$ cat src/rtl/llc_rst_flush_sweep_if.sv
// rtl/llc_rst_flush_sweep_if.sv - request/strobe and status bundle between the LLC sweep sequencer and its user
interface llc_rst_flush_sweep_if #(
   parameter int SET_BITS = 9
);
   logic                rst_start_i;
   logic                flush_start_i;
   logic                incr_i;
   logic [SET_BITS-1:0] set_o;
   logic                is_rst_sweep_o;
   logic                is_flush_sweep_o;
   logic                rst_stall_o;
   logic                flush_stall_o;
   logic                busy_o;
   logic                sweep_done_o;
   logic [31:0]         sweep_cycles_o;

   modport master (
      output rst_start_i, flush_start_i, incr_i,
      input  set_o, is_rst_sweep_o, is_flush_sweep_o, rst_stall_o, flush_stall_o,
             busy_o, sweep_done_o, sweep_cycles_o
   );

   modport slave (
      input  rst_start_i, flush_start_i, incr_i,
      output set_o, is_rst_sweep_o, is_flush_sweep_o, rst_stall_o, flush_stall_o,
             busy_o, sweep_done_o, sweep_cycles_o
   );
endinterface

$ cat src/rtl/llc_rst_flush_sweep.sv
// rtl/llc_rst_flush_sweep.sv - LLC reset/flush set-walk sequencer
// Optional sweep duration counter built when LLC_SWEEP_PERF_CNT_EN is defined.
module llc_rst_flush_sweep #(
   parameter int SETS           = 512,
   parameter int SET_BITS       = 9,
   parameter bit AUTO_RST_SWEEP = 1'b1
) (
   input  logic                  clk,
   input  logic                  rst,
   llc_rst_flush_sweep_if.slave  sw
);
   localparam logic [SET_BITS-1:0] LAST_SET = SET_BITS'(SETS - 1);

   typedef enum logic [1:0] {IDLE, RST, FLUSH, DONE} state_t;

   state_t              state, state_nxt;
   logic [SET_BITS-1:0] set_q, set_nxt;
   logic                pending_q, pending_nxt;
   logic                restart;

   always_ff @(posedge clk) begin
      if (rst) begin
         state     <= AUTO_RST_SWEEP ? RST : IDLE;
         set_q     <= '0;
         pending_q <= 1'b0;
      end else begin
         state     <= state_nxt;
         set_q     <= set_nxt;
         pending_q <= pending_nxt;
      end
   end

   always_comb begin
      state_nxt   = state;
      set_nxt     = set_q;
      pending_nxt = pending_q;
      restart     = 1'b0;
      case (state)
         IDLE: begin
            set_nxt = '0;
            if (sw.rst_start_i) begin
               state_nxt   = RST;
               pending_nxt = sw.flush_start_i;
            end else if (sw.flush_start_i) begin
               state_nxt = FLUSH;
            end
         end
         RST: begin
            if (sw.rst_start_i) begin
               set_nxt     = '0;
               restart     = 1'b1;
               pending_nxt = pending_q | sw.flush_start_i;
            end else begin
               if (sw.flush_start_i)
                  pending_nxt = 1'b1;
               if (sw.incr_i) begin
                  if (set_q == LAST_SET) begin
                     set_nxt   = '0;
                     state_nxt = DONE;
                  end else begin
                     set_nxt = set_q + SET_BITS'(1);
                  end
               end
            end
         end
         FLUSH: begin
            // A reset abandons the flush; it is re-queued so it reruns from set 0.
            if (sw.rst_start_i) begin
               state_nxt   = RST;
               set_nxt     = '0;
               pending_nxt = 1'b1;
            end else if (sw.incr_i) begin
               if (set_q == LAST_SET) begin
                  set_nxt   = '0;
                  state_nxt = DONE;
               end else begin
                  set_nxt = set_q + SET_BITS'(1);
               end
            end
         end
         DONE: begin
            set_nxt = '0;
            if (sw.rst_start_i) begin
               state_nxt   = RST;
               pending_nxt = pending_q | sw.flush_start_i;
            end else if (pending_q | sw.flush_start_i) begin
               state_nxt   = FLUSH;
               pending_nxt = 1'b0;
            end else begin
               state_nxt = IDLE;
            end
         end
         default: state_nxt = IDLE;
      endcase
   end

   assign sw.set_o            = set_q;
   assign sw.is_rst_sweep_o   = (state == RST);
   assign sw.is_flush_sweep_o = (state == FLUSH);
   assign sw.rst_stall_o      = (state == RST)   && (set_q != LAST_SET);
   assign sw.flush_stall_o    = (state == FLUSH) && (set_q != LAST_SET);
   assign sw.busy_o           = (state != IDLE);
   assign sw.sweep_done_o     = (state == DONE);

`ifdef LLC_SWEEP_PERF_CNT_EN
   logic [31:0] cnt_q, cnt_inc, cycles_q;
   logic        in_sweep, entering;

   assign cnt_inc  = (cnt_q == 32'hFFFF_FFFF) ? cnt_q : cnt_q + 32'd1;
   assign in_sweep = (state == RST) || (state == FLUSH);
   assign entering = ((state_nxt == RST) || (state_nxt == FLUSH)) &&
                     ((state_nxt != state) || restart);

   always_ff @(posedge clk) begin
      if (rst) begin
         cnt_q    <= '0;
         cycles_q <= '0;
      end else begin
         if (entering)
            cnt_q <= '0;
         else if (in_sweep)
            cnt_q <= cnt_inc;
         // Only a sweep that finishes publishes its length; aborts never reach DONE.
         if (in_sweep && (state_nxt == DONE))
            cycles_q <= cnt_inc;
      end
   end

   assign sw.sweep_cycles_o = cycles_q;
`else
   assign sw.sweep_cycles_o = 32'd0;
`endif
endmodule

$ cat src/flat_wrapper.sv
// flat-port wrapper written by rule: the top's interface ports become plain ports
module llc_rst_flush_sweep_flat 
#(
   parameter int SETS           = 512,
   parameter int SET_BITS       = 9,
   parameter bit AUTO_RST_SWEEP = 1'b1
)
  (clk, rst, sw_rst_start_i, sw_flush_start_i, sw_incr_i, sw_set_o, sw_is_rst_sweep_o, sw_is_flush_sweep_o, sw_rst_stall_o, sw_flush_stall_o, sw_busy_o, sw_sweep_done_o, sw_sweep_cycles_o);
  llc_rst_flush_sweep_if #(.SET_BITS(SET_BITS)) sw_i ();
  input  logic clk;
  input  logic rst;
  input wire logic [$bits(sw_i.rst_start_i)-1:0] sw_rst_start_i;
  input wire logic [$bits(sw_i.flush_start_i)-1:0] sw_flush_start_i;
  input wire logic [$bits(sw_i.incr_i)-1:0] sw_incr_i;
  output wire logic [$bits(sw_i.set_o)-1:0] sw_set_o;
  output wire logic [$bits(sw_i.is_rst_sweep_o)-1:0] sw_is_rst_sweep_o;
  output wire logic [$bits(sw_i.is_flush_sweep_o)-1:0] sw_is_flush_sweep_o;
  output wire logic [$bits(sw_i.rst_stall_o)-1:0] sw_rst_stall_o;
  output wire logic [$bits(sw_i.flush_stall_o)-1:0] sw_flush_stall_o;
  output wire logic [$bits(sw_i.busy_o)-1:0] sw_busy_o;
  output wire logic [$bits(sw_i.sweep_done_o)-1:0] sw_sweep_done_o;
  output wire logic [$bits(sw_i.sweep_cycles_o)-1:0] sw_sweep_cycles_o;
  assign sw_i.rst_start_i = sw_rst_start_i;
  assign sw_i.flush_start_i = sw_flush_start_i;
  assign sw_i.incr_i = sw_incr_i;
  assign sw_set_o = sw_i.set_o;
  assign sw_is_rst_sweep_o = sw_i.is_rst_sweep_o;
  assign sw_is_flush_sweep_o = sw_i.is_flush_sweep_o;
  assign sw_rst_stall_o = sw_i.rst_stall_o;
  assign sw_flush_stall_o = sw_i.flush_stall_o;
  assign sw_busy_o = sw_i.busy_o;
  assign sw_sweep_done_o = sw_i.sweep_done_o;
  assign sw_sweep_cycles_o = sw_i.sweep_cycles_o;
  llc_rst_flush_sweep #(.SETS(SETS), .SET_BITS(SET_BITS), .AUTO_RST_SWEEP(AUTO_RST_SWEEP)) u_core (.clk(clk), .rst(rst), .sw(sw_i));
endmodule
$ cat config.mk
export PLATFORM = sky130hd
export DESIGN_NAME = llc_rst_flush_sweep_flat
export DESIGN_NICKNAME = d
export VERILOG_FILES = /design/src/rtl/llc_rst_flush_sweep_if.sv /design/src/rtl/llc_rst_flush_sweep.sv /design/src/flat_wrapper.sv
export SDC_FILE = /design/constraint.sdc
export NUM_CORES = 1
export LEC_CHECK = 0
export ABC_AREA = 1
export BUFFER_PORTS_ARGS = -buffer_cell sky130_fd_sc_hd__buf_2
export CAP_MARGIN = 40
export CORE_MARGIN = 2
export CORE_UTILIZATION = 46
export DETAILED_ROUTE_END_ITERATION = 8
export PLACE_DENSITY_LB_ADDON = 0.08
export SYNTH_ARGS = -nofsm -noshare
export SYNTH_HDL_FRONTEND = slang
export SYNTH_SLANG_ARGS = --single-unit
$ cat constraint.sdc
create_clock -name clk -period 1.9 [get_ports clk]
set_input_delay 0.095 -clock clk [delete_from_list [all_inputs] [get_ports clk]]
set_output_delay 0.095 -clock clk [all_outputs]
set_load 0.005 [all_outputs]
==> results of run 1 <==
==> per-layer routing <==
layer	vias to the layer above	GRT usage, %
met5	-	0
met3	5	3.39
li1	493	-
met1	420	18.7
met4	0	7.69
met2	32	30.2
==> repair_timing <==
item,in CTS,in global routing
setup endpoints to repair,2,7
buffers inserted,0,0
gates resized for setup,1,4
==> cell usage after synthesis <==
library cell,count
nand2_2,1
nand2_4,1
nor2_1,16
nand2_1,34
a21oi_1,12
nor3_1,2
dfxtp_1,12
nor2_4,1
inv_6,1
ha_1,6
nor3_4,1
o21ai_0,6
nor2_8,1
nand3_2,1
nand3_1,7
o21ai_1,2
a21oi_2,4
buf_4,32
inv_1,20
nand4_1,1
buf_6,1
conb_1,1
nor2_2,1
==> flip-flops by register name, indices dropped and copies added (netlist names) <==
name and flops:
u_core.state 2, u_core.sw.set_o 9, u_core.pending_q 1
==> logic make-up after synthesis <==
kind of cell,after synthesis
fa+ha+maj,6
flops,12
simple gates,67
compound gates,24
buf+inv,54
other cells,1
==> report_power, final <==
group          internal, mW  total (mW)  switching, mW  leakage (nW)
logic                 0.228       0.638          0.410         0.497
registers             0.287       0.314         0.0274        0.0981
clock network         0.117       0.208         0.0915        0.0210
total                 0.631        1.16          0.529         0.616
==> through the flow <==
stage	hold slack [ps]	instances	setup slack, ps	area (um^2)	util [%]
6_report	84.2	214	129	1160	51.6
5_1_grt	79.7	214	2.21	1160	51.6
4_1_cts	71.2	214	26.9	1150	51.1
3_5_place_dp	371	210	111	1110	49.3
3_3_place_gp	373	210	195	1110	49.3
2_1_floorplan	157	195	191	1230	-
==> worst paths after layout <==
| check | to | depth (start not counted) |
|---|---|---|
| max reg2reg | u_core.sw.set_o[0] | 11 |
| max | sw_flush_stall_o | 8 |
| min reg2reg | u_core.sw.set_o[5] | 2 |
| min | u_core.sw.set_o[7] | 2 |
==> final cells by class <==
type	instances	share of cell area, %
clock buffer	4	3.12
inverter	21	7.21
multi-input combinational	129	57.1
sequential	12	20.8
tap	28	3.01
timing repair buffer	20	8.83
==> placed cells by master, fill, tap and decap left out <==
cell type / count
nand2_1: 33
conb_1: 32
inv_1: 20
buf_2: 19
nor2_1: 16
a21oi_1: 12
dfxtp_1: 11
nand3_1: 7
o21ai_0: 6
a21oi_2: 4
ha_1: 4
clkbuf_4: 3
nand2_2: 2
nor2_4: 2
o21ai_1: 2
nor3_1: 2
ha_2: 2
nor2_8: 1
nand2_4: 1
inv_6: 1
nand3_2: 1
nor3_4: 1
nand4_1: 1
clkbuf_8: 1
buf_4: 1
dfxtp_2: 1
==> flow_summary_export.csv, run 1 <==
group,metric,value,unit
sta,clock_skew,0.579,ps
setup_path,worstSetupPathType,"reg -> out",
cts,cts_root_buf,"clkbuf_4",
setup_path,critPathMaxStageDelay,350,ps
setup_path,crit_chain,"ha_2, nand2_2, nor2_4, nand3_1, nor2_1, ha_2, nor2_1, buf_2",
routing,wl_met3,117,um
routing,avgRoutedWirePerCell,10.3,um
floorplan,initial_core_util,49.2,%
setup_path,timing.rr.start,"u_core.sw.set_o[1]",
synth,ys_ff_latch,12,
sta,rsz0062_at_grt,"false",
synth,synth_compound_area_share,12.2,%
power,vdd_ir_drop_max,0.553,mV
synth,yosysSeqAreaShare,21.6,%
synth,synth.area.top_cells,"dfxtp_1 (22%), buf_4 (22%), nand2_1 (11%)",
placement,post-dp-hpwl,1.75,mm
synth,synth-simple-area-share,28.9,%
run_status,outcome,"finished, final reports clean",
synth,ys_types,23,
cts,clockBufferDepth,2,
setup_path,critPathSlowestCell,"dfxtp_2",
worst_hold_path,hp-start,"rst",
sta,period_minus_slack,1770,ps
floorplan,die-area,2820,um^2
floorplan,fp.dieW,53.1,um
synth,synth.avg_cell_area,6.77,um^2
synth,synthXorXnorAreaFrac,0,%
cts,clk_pin_slew_worst_paths,80,ps
floorplan,die_y,53.1,um
routing,drc_errors,0,
synth,synth_top_area_cell,"dfxtp_1",
power,p_leak,0.616,nW
grt,grt_pass1_wl,3.41,mm
layout,multiInputGateArea,663,um^2
routing,via_count,950,
grt,grt_usage,16.8,%
synth,synthesis.instances,164,
synth,synth_warnings,0,
routing,wl_met2,1.10,mm
synth,synth_top_family_by_area,"buffers and inverters",
cts,worst_skew_pair.late_latency,270,ps
synth,syn_area,1110,um^2
power,p_per_area,998,nW/um^2
worst_hold_path,hold_path_class,"in -> reg",
grt,overflow,0,
sta,final-hold-violation-count,0,
sta,fmax,565,MHz
setup_path,crit_buf_inv,1,
layout,fillers,263,
grt,grt_pass1_vias,816,
grt,antenna_found_initial,0,
sta,fin_setup_tns,0,ps
sta,timing.final.crit_share,93.2,%
routing,first_pass_iters,4,
synth,synth-adder-area-share,6.76,%
routing,ant_nets,0,
setup_path,cp_max_fo,5,
layout,final_nets,198,
layout,synthToLayoutAreaGrowth,4.73,%
power,report.power.total,1.16,mW
cts,ctsHoldBuffers,0,
setup_path,reg2reg_setup_slack,240,ps
placement,gp_congestion,0.851,
synth,synth_top_area_share,21.6,%
routing,routed_wl,2.20,mm
cts,ctsHtreeMaxLevel,1,
setup_path,crit_path_start,"u_core.sw.set_o[1]",
setup_path,end_kind,"primary output",
cts,cts_made_buffers,3,
job,cap_violations,0,
cts,cts_tree,"done",
layout,num_antenna_cells,0,
floorplan,core,2250,um^2
setup_path,start_kind,"register",
setup_path,arrival,1680,ps
floorplan,rows,17,
floorplan,ios,52,
layout,drive_above_1_share,21.5,%
placement,io_buffers,19,
routing,drtIter0Drc,15,
routing,vias_per_cell,4.44,
sta,finalMaxSlewViolations,0,
routing,top_layer_used,"met4",
cts,clock-sinks,12,
routing,wl_met1,945,um
grt,grt_max_degree,9,
setup_path,required,1800,ps
sta,setup_viol,0,
synth,synth.area.mux_share,0,%
layout,seqCellArea,241,um^2
setup_path,cpLargestDelayFamily,"simple AND/OR/NAND/NOR gates",
Power figures use the tool's default switching activity.
==> run 2: changes to the inputs <==
--- a/config.mk
+++ b/config.mk
@@ -8,8 +8,10 @@
 export ABC_AREA = 1
 export BUFFER_PORTS_ARGS = -buffer_cell sky130_fd_sc_hd__buf_2
 export CAP_MARGIN = 40
+export CELL_PAD_IN_SITES_DETAIL_PLACEMENT = 1
+export CELL_PAD_IN_SITES_GLOBAL_PLACEMENT = 1
 export CORE_MARGIN = 2
-export CORE_UTILIZATION = 46
+export CORE_UTILIZATION = 31
 export DETAILED_ROUTE_END_ITERATION = 8
 export PLACE_DENSITY_LB_ADDON = 0.08
 export SYNTH_ARGS = -nofsm -noshare
==> run 2 against run 1 <==
Net effect:
- cell area up 2.5%
- setup slack worse by 19 ps
- first-iteration DRC count up 150%
- global-route usage down 4.0 points
- register-to-register slack worse by 30 ps
- largest cell class unchanged
==> flow_summary_export.csv, run 2 (synthesized netlist as in run 1, its figures left out) <==
group,metric,value,unit
floorplan,rows,21,
setup_path,arrival,1690,ps
floorplan,core,3390,um^2
layout,num_antenna_cells,0,
power,p_leak,0.629,nW
setup_path,end_kind,"primary output",
sta,setup_viol,0,
setup_path,rr_worst_depth,11,
sta,timing.final.crit_share,94.2,%
routing,via_count,986,
layout,drive_above_1_share,21.8,%
layout,layout_commonest_cell,"nand2_1",
setup_path,crit_buf_inv,1,
setup_path,worstSetupPathType,"reg -> out",
grt,grt_max_degree,9,
routing,drtIter0Drc,37,
setup_path,timing.rr.start,"u_core.sw.set_o[1]",
setup_path,crit_top_cell,"nor2_1",
floorplan,die_y,63.8,um
routing,routed_wl,2.61,mm
power,vdd_ir_drop_max,0.288,mV
layout,synthToLayoutAreaGrowth,7.33,%
setup_path,reg2reg_setup_slack,210,ps
grt,antenna_found_initial,0,
grt,grt_usage,12.8,%
grt,grt_pass1_vias,912,
worst_hold_path,hold_path_class,"in -> reg",
cts,clk_pin_slew_worst_paths,90,ps
floorplan,ios,52,
setup_path,required,1800,ps
placement,placed_area,1140,um^2
setup_path,cp_max_fo,5,
floorplan,fp.dieW,63.8,um
layout,utilization,35.1,%
setup_path,start_kind,"register",
sta,fmax,559,MHz
cts,cts_made_buffers,3,
placement,gp_congestion,0.767,
setup_path,reg2reg_to,"u_core.sw.set_o[5]",
layout,final_cell_area,1190,um^2
layout,fillers,459,
cts,worst_skew_pair.late_latency,290,ps
setup_path,critPathMaxStageDelay,360,ps
cts,cts_tree,"done",
routing,ant_nets,0,
setup_path,path_depth,8,
placement,io_buffers,19,
routing,drc_errors,0,
sta,finalMaxSlewViolations,0,
grt,grt_pass1_wl,4.14,mm
cts,clock-sinks,12,
cts,clockBufferDepth,2,
power,p_per_area,1000,nW/um^2
sta,period_minus_slack,1790,ps
layout,largest_register_ffs,9,
placement,post-dp-hpwl,2.13,mm
sta,final-hold-violation-count,0,
floorplan,die-area,4070,um^2
setup_path,crit_end,"sw_flush_stall_o",
layout,final_nets,200,
setup_path,crit_chain,"ha_1, nand2_1, nor2_2, nand3_1, nor2_1, ha_2, nor2_1, buf_2",
routing,avgRoutedWirePerCell,11.2,um
run_status,outcome,"finished, final reports clean",
layout,final_cell_mix,"nand2_1 (34), conb_1 (32), inv_1 (20)",
routing,first_pass_iters,4,
floorplan,initial_core_util,32.7,%
setup_path,crit_path_start,"u_core.sw.set_o[1]",
cts,cts_root_buf,"clkbuf_4",
grt,overflow,0,
routing,vias_per_cell,4.21,
sta,clock_skew,0.890,ps
job,cap_violations,0,
cts,ctsHtreeMaxLevel,1,
setup_path,cpLargestDelayFamily,"simple AND/OR/NAND/NOR gates",
setup_path,critPathSlowestCell,"dfxtp_2",
-- run 2: changes by cell type in the layout (fill, tap and decap cells not counted) --
| cell | before | now |
|---|---|---|
| dfxtp_1 | 11 | 10 |
| ha_1 | 4 | 5 |
| dfxtp_2 | 1 | 2 |
| buf_4 | 1 | 3 |
| nand2_2 | 2 | 1 |
| nor2_2 | 0 | 1 |
| nand2_1 | 33 | 34 |
| ha_2 | 2 | 1 |
| nor2_4 | 2 | 1 |
-- run 2: layout make-up --
cell class                      instances  area [um^2]  share of cell area [%]
Multi-Input combinational cell        129          653                    54.8
Sequential cell                        12          243                    20.4
Timing Repair Buffer                   22          118                    9.87
Inverter                               21         83.8                    7.04
Tap cell                               46         57.6                    4.83
Clock buffer                            4         36.3                    3.05
-- run 2: worst min-delay path by stage --
stage / from / endpoint / slack [ps] / depth (start not counted)
final: rst / u_core.sw.set_o[7] / 70 / 2
after floorplan: rst / u_core.sw.set_o[7] / 160 / 1
after global routing: rst / u_core.sw.set_o[7] / 100 / 2
after CTS: rst / u_core.sw.set_o[7] / 80 / 2
after detailed placement: rst / u_core.sw.set_o[7] / 380 / 2
after global placement: rst / u_core.sw.set_o[7] / 390 / 2
-- run 2: per-stage QoR --
step | hold WS [ps] | setup WS [ps] | setup TNS, ps | power [mW] | cells
after floorplan | 157 | 191 | 0 | 0.841 | 195
after detailed placement | 384 | 134 | 0 | 0.978 | 229
after global routing | 96.1 | -4.33 | -4.33 | 1.30 | 234
final | 68.4 | 110 | 0 | 1.19 | 234
after global placement | 388 | 197 | 0 | 0.975 | 229
after CTS | 78.4 | 10.8 | 0 | 1.20 | 233
-- run 2: routing by layer --
layer	global-route usage, %	share of wire, %	up-vias
li1	-	-	496
met1	15.2	42	458
met2	23.3	52	30
met3	1.76	5.2	2
met4	4.08	0.65	0
met5	0	0	-
-- run 2: where the power goes --
part / switching (mW) / internal [mW]
clock network: 0.109 / 0.117
logic: 0.422 / 0.229
registers: 0.0272 / 0.288
-- run 2: timing repair --
action | 4_1_cts | 5_1_grt
buffers inserted | 0 | 1
resized for setup | 0 | 3
setup endpoints to repair | 0 | 8
hold buffers | 0 | 0
==> run 3: changes to the inputs <==
==> constraint.sdc (replaced) <==
create_clock -name clk -period 2 [get_ports clk]
set_input_delay 0.1 -clock clk [delete_from_list [all_inputs] [get_ports clk]]
set_output_delay 0.1 -clock clk [all_outputs]
set_load 0.005 [all_outputs]
==> run 3 against run 2 <==
Net effect:
- global-route usage up 0.47 points
- non-clock buffer count down 1
- power down 5.8%
- utilization down 0.11 points
- hold slack better by 20 ps
- final cell count down 0.43%
- setup slack better by 80 ps
- clock power down 11%
- sequential power down 5%
- critical path depth unchanged
- first-iteration DRC count down 57%
- combinational power down 4.5%
==> flow_summary_export.csv, run 3 (synthesized netlist as in run 1, its figures left out) <==
group,metric,value,unit
routing,drc_errors,0,
power,p_leak,0.624,nW
floorplan,die_y,63.8,um
sta,fin_setup_tns,0,ps
floorplan,ios,52,
grt,grt_max_degree,9,
grt,antenna_found_initial,0,
routing,via_count,985,
setup_path,cp_max_fo,5,
layout,final_nets,199,
cts,cts_tree,"done",
setup_path,critPathMaxStageDelay,360,ps
grt,grt_usage,13.2,%
sta,setup_viol,0,
floorplan,core,3390,um^2
routing,avgRoutedWirePerCell,11.2,um
run_status,outcome,"finished, final reports clean",
layout,fillers,472,
power,combPwrFrac,55.4,%
grt,use_met1,15.2,%
job,cap_violations,0,
worst_hold_path,hold_path_depth,2,
power,p_int,0.605,mW
sta,final-hold-violation-count,0,
sta,clock_skew,14.1,ps
setup_path,rr_worst_depth,12,
cts,clockBufferDepth,2,
cts,ctsHtreeMaxLevel,1,
setup_path,critPathSlowestCell,"dfxtp_1",
power,report.power.total,1.12,mW
cts,cts_root_buf,"clkbuf_4",
power,vdd_ir_drop_max,0.367,mV
power,p_per_area,945,nW/um^2
sta,holdWs,88.5,ps
routing,drtIter0Drc,16,
grt,grt_pass1_vias,933,
floorplan,initial_core_util,32.7,%
power,clockPowerShare,18.0,%
placement,post-dp-hpwl,2.15,mm
cts,worst_skew_pair.late_latency,280,ps
sta,finalMaxSlewViolations,0,
setup_path,end_kind,"primary output",
cts,clock-sinks,12,
routing,first_pass_iters,4,
setup_path,start_kind,"register",
setup_path,worstSetupPathType,"reg -> out",
floorplan,die-area,4070,um^2
setup_path,crit_top_cell,"nor2_1",
grt,overflow,0,
floorplan,fp.dieW,63.8,um
power,p_seq_share,26.6,%
layout,layout_commonest_cell,"nand2_1",
routing,routed_wl,2.61,mm
sta,timing.final.crit_share,90.5,%
grt,met3_usage,2.64,%
grt,grtUsageMet2,24.7,%
cts,cts_made_buffers,3,
placement,placed_area,1130,um^2
floorplan,rows,21,
grt,grt_pass1_wl,4.25,mm
layout,final_cell_mix,"nand2_1 (34), conb_1 (32), inv_1 (20)",
cts,clk_pin_slew_worst_paths,90,ps
routing,ant_nets,0,
placement,io_buffers,19,
placement,gp_congestion,0.787,
layout,largest_register_ffs,9,
setup_path,crit_chain,"ha_1, nand2_1, nor2_4, nand3_1, nor2_1, ha_2, nor2_1, buf_2",
layout,drive_above_1_share,20.9,%
power,switchingPower,0.517,mW
sta,fmax,553,MHz
power,switching_share,46.1,%
routing,vias_per_cell,4.23,
sta,period_minus_slack,1810,ps
layout,num_antenna_cells,0,
grt,grt_most_used_layer,"met2",
setup_path,required,1900,ps
worst_hold_path,hold_path_class,"in -> reg",
layout,final_cell_area,1190,um^2
layout,synthToLayoutAreaGrowth,6.99,%
setup_path,arrival,1710,ps
==> run 3: cell types whose count changed in the layout (fill, tap and decap cells not counted), sizes merged <==
cell and delta:
buf -1
==> run 3: layer usage <==
layer	up-vias	share of wire [%]
li1	494	-
met1	462	42
met2	27	53
met3	2	4.7
met4	0	0.58
met5	-	0
==> run 3: layout make-up <==
type,count,area (um^2),area share [%]
repair buffers,21,110,9.27
clock buffers,4,36.3,3.06
inverters,21,83.8,7.06
well taps,46,57.6,4.85
flip-flops and latches,12,241,20.3
multi-input cells,129,658,55.4
==> run 3: stage by stage <==
| step | cells | utilization [%] | setup slack [ps] |
|---|---|---|---|
| floorplan | 195 | - | 291 |
| global placement | 228 | 33.5 | 278 |
| detailed placement | 228 | 33.5 | 171 |
| CTS | 232 | 34.6 | 37.1 |
| global route | 233 | 35.0 | -6.39 |
| finish | 233 | 35.0 | 190 |
==> run 3: worst paths after layout <==
kind                       from                 end  slack (ps)
min reg2reg  u_core.sw.set_o[5]  u_core.sw.set_o[5]         490
max          u_core.sw.set_o[0]      sw_rst_stall_o         190
max reg2reg  u_core.sw.set_o[0]  u_core.sw.set_o[5]         200
min                         rst  u_core.sw.set_o[7]          90
==> run 3: power by group through the flow <==
stage               combinational [mW]  clock [mW]  sequential (mW)
CTS                              0.629       0.210            0.299
global placement                 0.621           0            0.305
finish                           0.622       0.202            0.298
detailed placement               0.625           0            0.305
global route                     0.717       0.224            0.308
floorplan                        0.497           0            0.302
==> run 3: critical path, delay by kind of cell, from the launching register on <==
family | cells | cell delay (ps)
and+or+nand+nor | 5 | 540
buffers and inverters | 1 | 120
adders and majority gates | 2 | 400
DFF | 1 | 360
==> run 3: what timing repair did <==
item | CTS | global route
gates resized for setup | 0 | 3
endpoints found under the setup margin | 0 | 9
setup buffers | 0 | 1
hold buffers | 0 | 0
